<file path="config.mk">
export PLATFORM = sky130hd
export DESIGN_NAME = regfile_port_arbiter
export DESIGN_NICKNAME = d
export VERILOG_FILES = /design/src/rtl/regfile_port_arbiter.sv
export SDC_FILE = /design/constraint.sdc
export NUM_CORES = 1
export LEC_CHECK = 0
export ABC_AREA = 0
export ABC_CLOCK_PERIOD_IN_PS = 2600
export CAP_MARGIN = 40
export CORE_ASPECT_RATIO = 0.6
export CORE_MARGIN = 5
export CORE_UTILIZATION = 25
export DETAILED_ROUTE_END_ITERATION = 6
export DONT_BUFFER_PORTS = 1
export PLACE_DENSITY = 0.36
export SYNTH_ARGS = -nofsm -noshare
export SYNTH_HDL_FRONTEND = slang
export SYNTH_SLANG_ARGS = --single-unit
</file>
<file path="constraint.sdc">
create_clock -name clk -period 2.6 [get_ports clk]
set_clock_uncertainty 0.05 [all_clocks]
set_input_delay 0.52 -clock clk [delete_from_list [all_inputs] [get_ports clk]]
set_output_delay 0.52 -clock clk [all_outputs]
set_load 0.005 [all_outputs]
</file>
<file path="src/rtl/regfile_port_arbiter.sv">
// regfile_port_arbiter
//   Sequencer/arbiter for a 256x32-write / 512x16-read simple dual-port RAM.
//   After reset it writes CLR_VALUE to every entry (CLEAR). In RUN it drains a
//   2-entry write FIFO to the write port and shares the read port between two
//   clients round-robin, forwarding from queued writes so reads are never stale.
// Ports
//   clk, reset_n           : clock, async active-low reset
//   init_done              : clear sequence finished
//   wr_valid/ready/addr/data : buffered 32-bit write interface
//   rd_req*/rd_addr*       : read requests, 16-bit word address
//   rd_gnt*                : combinational grant
//   rd_valid*, rd_data     : read response, 1 cycle after grant (shared data)
//   ram_cea/ada/din        : RAM write port
//   ram_ceb/adb/oce/dout   : RAM read port (bypass mode)
module regfile_port_arbiter #(
  parameter logic [31:0] CLR_VALUE = 32'h0000_0000
) (
  input  logic        clk,
  input  logic        reset_n,
  output logic        init_done,
  input  logic        wr_valid,
  output logic        wr_ready,
  input  logic [7:0]  wr_addr,
  input  logic [31:0] wr_data,
  input  logic        rd_req0,
  input  logic        rd_req1,
  input  logic [8:0]  rd_addr0,
  input  logic [8:0]  rd_addr1,
  output logic        rd_gnt0,
  output logic        rd_gnt1,
  output logic        rd_valid0,
  output logic        rd_valid1,
  output logic [15:0] rd_data,
  output logic        ram_cea,
  output logic [7:0]  ram_ada,
  output logic [31:0] ram_din,
  output logic        ram_ceb,
  output logic [8:0]  ram_adb,
  output logic        ram_oce,
  input  logic [15:0] ram_dout
);

  localparam logic ST_CLEAR = 1'b0;
  localparam logic ST_RUN   = 1'b1;

  logic        state;
  logic [7:0]  clr_cnt;

  // FIFO entry 0 is the head (oldest), entry 1 the younger one.
  logic [1:0]  cnt;
  logic [7:0]  fa0, fa1;
  logic [31:0] fd0, fd1;

  logic        prio1;      // 1: client 1 wins a tie
  logic        fwd_q;
  logic [15:0] fwd_data_q;
  logic [15:0] hold_q;

  logic        run, push, pop;
  logic [8:0]  gnt_addr;
  logic        m0, m1;
  logic [31:0] fwd_word;
  logic [15:0] fwd_half;

  assign run       = (state == ST_RUN);
  assign init_done = run;
  assign wr_ready  = run && (cnt != 2'd2);
  assign push      = wr_valid && wr_ready;
  assign pop       = (cnt != 2'd0);

  // Write port: clear sweep, else FIFO head. Gated by reset_n so the write
  // port is quiet while reset is held even though CLEAR is the reset state.
  assign ram_cea = reset_n && (!run || pop);
  assign ram_ada = run ? fa0 : clr_cnt;
  assign ram_din = run ? fd0 : CLR_VALUE;
  assign ram_oce = 1'b1;

  // Round-robin: single requester wins outright, ties go to prio.
  assign rd_gnt0  = run && rd_req0 && (!rd_req1 || !prio1);
  assign rd_gnt1  = run && rd_req1 && (!rd_req0 ||  prio1);
  assign gnt_addr = rd_gnt1 ? rd_addr1 : rd_addr0;
  assign ram_ceb  = rd_gnt0 || rd_gnt1;
  assign ram_adb  = ram_ceb ? gnt_addr : 9'd0;

  // Forward from queued writes, head included (it hits the RAM only at the
  // end of this cycle, too late for the bypass-mode read). Youngest wins.
  assign m0       = (cnt != 2'd0) && (fa0 == gnt_addr[8:1]);
  assign m1       = (cnt == 2'd2) && (fa1 == gnt_addr[8:1]);
  assign fwd_word = m1 ? fd1 : fd0;
  assign fwd_half = gnt_addr[0] ? fwd_word[31:16] : fwd_word[15:0];

  assign rd_data = (rd_valid0 || rd_valid1) ? (fwd_q ? fwd_data_q : ram_dout) : hold_q;

  always_ff @(posedge clk or negedge reset_n) begin
    if (!reset_n) begin
      state   <= ST_CLEAR;
      clr_cnt <= 8'd0;
    end else if (!run) begin
      clr_cnt <= clr_cnt + 8'd1;
      if (clr_cnt == 8'hFF) state <= ST_RUN;
    end
  end

  always_ff @(posedge clk or negedge reset_n) begin
    if (!reset_n) begin
      cnt <= 2'd0;
      fa0 <= 8'd0;  fa1 <= 8'd0;
      fd0 <= 32'd0; fd1 <= 32'd0;
    end else begin
      case ({push, pop})
        2'b10: begin
          if (cnt == 2'd0) begin fa0 <= wr_addr; fd0 <= wr_data; end
          else             begin fa1 <= wr_addr; fd1 <= wr_data; end
          cnt <= cnt + 2'd1;
        end
        2'b01: begin
          fa0 <= fa1; fd0 <= fd1;
          cnt <= cnt - 2'd1;
        end
        2'b11: begin
          if (cnt == 2'd1) begin
            fa0 <= wr_addr; fd0 <= wr_data;
          end else begin
            fa0 <= fa1; fd0 <= fd1;
            fa1 <= wr_addr; fd1 <= wr_data;
          end
        end
        default: ;
      endcase
    end
  end

  always_ff @(posedge clk or negedge reset_n) begin
    if (!reset_n) begin
      prio1      <= 1'b0;
      rd_valid0  <= 1'b0;
      rd_valid1  <= 1'b0;
      fwd_q      <= 1'b0;
      fwd_data_q <= 16'd0;
      hold_q     <= 16'd0;
    end else begin
      if (rd_gnt0) prio1 <= 1'b1;
      if (rd_gnt1) prio1 <= 1'b0;
      rd_valid0 <= rd_gnt0;
      rd_valid1 <= rd_gnt1;
      fwd_q     <= ram_ceb && (m0 || m1);
      if (ram_ceb) fwd_data_q <= fwd_half;
      if (rd_valid0 || rd_valid1) hold_q <= rd_data;
    end
  end

endmodule
</file>
==> summary.txt <==
Synth Warn #: 0
Starting Density: 25.58%
worst hold-check path type: input port to async pin
remaining global-route overflow: 0
failing checks: hold timing
P per Cell Area: 589.2 nW/um2
setup violators final: 0
Final Hold Slack: -0.2591 ns
Async S/R FF share, synth: 100.0%
Clk pwr share: 56.1%
CP endpoint kind: output pin
final wirelength: 23540 um
fill cell count: 2600
number of buffers created by CTS: 17
largest family of logic cells by synthesized area: multiplexers
Reg power frac: 42.3%
Synth Area in XOR/XNOR: 3.221%
Initial DRC Count: 290
largest net degree at the start of global routing: 129
max-cap check violation count: 0
Reg2Reg Setup Slack: 0.15 ns
core region area: 25510 um2
synth unique cells: 47
Die H: 135.1 um
Leak: 3.557 nW
#FFs+latches synth: 127
CTS tree: done
Comb pwr share: 1.6%
post-synthesis compound-gate area fraction: 14.15%
Mapped Nets: 706
period utilisation layout: 96.21%
DRC: 0
share of cells above drive strength 1: 21.51%
switching power summed over all nets: 1.033 mW
type of the worst setup path: register to output pin
I/O Buffers: 0
routability cong.: 0.7585
Post-DP HPWL: 16440 um
Hold Vio Cnt, Final: 127
H-tree depth: 4
most frequent cells in the layout: dfrtp_1, nand2_1, mux2i_1, mux2_2, a22oi_1
Seq/Total Area, Yosys: 48.71%
first-pass GRT wire length: 34480 um
syn_area_per_cell: 10.56 um2
Mapped Cells: 618
CP Data Arrival Time: 1.93 ns
Critical Path Fanout Max: 5
I/O pins: 153
initial antenna violation count: 0
Cell Count Post-Placement: 966
Skew-Pair Late Insertion Delay: 0.43 ns
Startpoint Class: register
full die area: 29540 um2
Post-synth EDFFs: 0
drt first pass iters: 5
GR Util All Layers: 15.81%
Via Count: 4861
Layout Cells excl Fill: 1004
Worst R2R End: fwd_q
RSZ-0062 raised after global routing: no
Root Buffer: clkbuf_16
num rows: 45
clk buf depth: 2
Max Fclk: 399.8 MHz
maximum vdd ir drop: 275.8 uV
Post-DRT Antenna Nets: 0
clk slew on worst S/H paths: 0.06 ns
vias per cell: 4.842
fin crit period: 2.501 ns
mux share of post-synthesis cell area: 16.99%
Netlist Area Pre-Place: 6525 um2
commonest non-fill, non-tap cell in the layout: dfrtp_1
Net Sw Frac: 22.13%
Die Width: 218.6 um
outcome: finished, violations left
wire per inst: 23.44 um
pins over their slew limit: 0
Synth-to-Final Area Change: 21.44%
post-synthesis adder-cell area fraction: 1.726%
vias in the first global route: 4934
Worst Path Required: 2.03 ns
TritonCTS Sinks: 127
TNS Setup: 0 ns
# nets final: 726
Internal Pwr Total: 3.635 mW
worst reg2reg path startpoint: prio1
r2r worst-path depth: 8
simple-gate portion of the synthesized area: 11.85%
Main synth FF type: dfrtp_1
[power groups by stage]
stage | logic [mW] | registers, mW | clock network [mW]
floorplan | 0.0596 | 2.01 | 0
global placement | 0.0718 | 2.01 | 0
detailed placement | 0.0724 | 2.01 | 0
CTS | 0.0743 | 1.98 | 2.69
global route | 0.0832 | 1.97 | 2.77
finish | 0.0753 | 1.98 | 2.62
[Yosys cell counts (4+ instances only)]
cell	number	area [um2]
dfrtp_1	127	3178
nand2_1	66	247.7
mux2i_1	54	540.5
mux2_2	44	495.5
a22oi_1	40	300.3
a21oi_1	38	190.2
clkbuf_1	36	135.1
and2_1	35	219.0
o21ai_0	28	140.1
nor2_1	27	101.4
o21ai_1	16	80.08
o221ai_1	16	140.1
xnor2_1	15	131.4
ha_1	9	112.6
xor2_1	9	78.83
inv_1	6	22.52
nand2b_1	5	31.28
and3_1	4	25.02
mux2_1	4	45.04
[cells by family (layout without fill, tap and decap cells)]
logic type,count (synthesis),in the layout
AOI/OAI and AO/OA,146,146
xor gates and xnor gates,24,24
adders and majority gates,9,9
buffers and inverters,50,83
DFF,127,127
muxes,104,104
other,1,2
and+or+nand+nor,157,157
[critical path, cell delays in order, from the launching register on]
cell	delay, ns
dfrtp_1	0.39
and2b_4	0.25
nor2_8	0.14
buf_4	0.17
mux2i_4	0.30
nand2b_4	0.21
inv_2	0.04
[how the worst max path moves through the flow]
stage / end / startpoint
final: ram_adb[0] / prio1
after global routing: fwd_data_q[9] / prio1
after CTS: fd1[9] / cnt[0]
after detailed placement: fwd_data_q[11] / rd_addr1[3]
after global placement: fwd_data_q[9] / rd_addr1[3]
after floorplan: fa1[0] / init_done
[layer usage]
layer | wire length, um | global-route usage, % | share of wire [%] | up-vias
li1 | - | - | - | 2249
met1 | 12330 | 24.69 | 52 | 2468
met2 | 9311 | 20.51 | 40 | 126
met3 | 1649 | 5.338 | 7.0 | 18
met4 | 247 | 3.730 | 1.0 | 0
met5 | 0 | 0 | 0 | -
[stage by stage]
step / cell area (um2) / worst slack [ns] / power (mW) / util [%] / hold slack [ns]
2_1_floorplan: 6525 / 0.03693 / 2.073 / - / 0.1744
3_3_place_gp: 7174 / 0.1012 / 2.084 / 28.13 / 0.1812
3_5_place_dp: 7174 / 0.04251 / 2.085 / 28.13 / 0.1814
4_1_cts: 7848 / 0.07055 / 4.740 / 30.77 / -0.2918
5_1_grt: 7921 / 0.001371 / 4.830 / 31.06 / -0.2909
6_report: 7924 / 0.09863 / 4.668 / 31.07 / -0.2591
[area by class of cell]
| cell class | instances | area, um2 | share of cell area [%] |
|---|---|---|---|
| clock inverters | 15 | 207.7 | 2.621 |
| diodes | 1 | 2.502 | 0.03158 |
| well taps | 352 | 440.4 | 5.558 |
| clock buffers | 17 | 425.4 | 5.369 |
| flip-flops and latches | 127 | 3179 | 40.12 |
| multi-input cells | 441 | 3203 | 40.42 |
| inverters | 7 | 26.28 | 0.3316 |
| repair buffers | 44 | 439.2 | 5.542 |
[state kept, by name, summed over array words and instances, names as in the netlist]
name / flops
fd0: 32
fd1: 32
fwd_data_q: 16
hold_q: 16
clr_cnt: 8
fa0: 8
fa1: 8
cnt: 2
fwd_q: 1
init_done: 1
prio1: 1
rd_valid0: 1
rd_valid1: 1
[timing repair]
item / 4_1_cts / 5_1_grt
pin swaps: 1 / 3
setup buffers: 1 / 2
gates cloned: 0 / 2
hold endpoints to repair: 127 / 127
endpoints found under the setup margin: 1 / 46
gates resized for setup: 4 / 4
(Power assumes the default switching activity.)
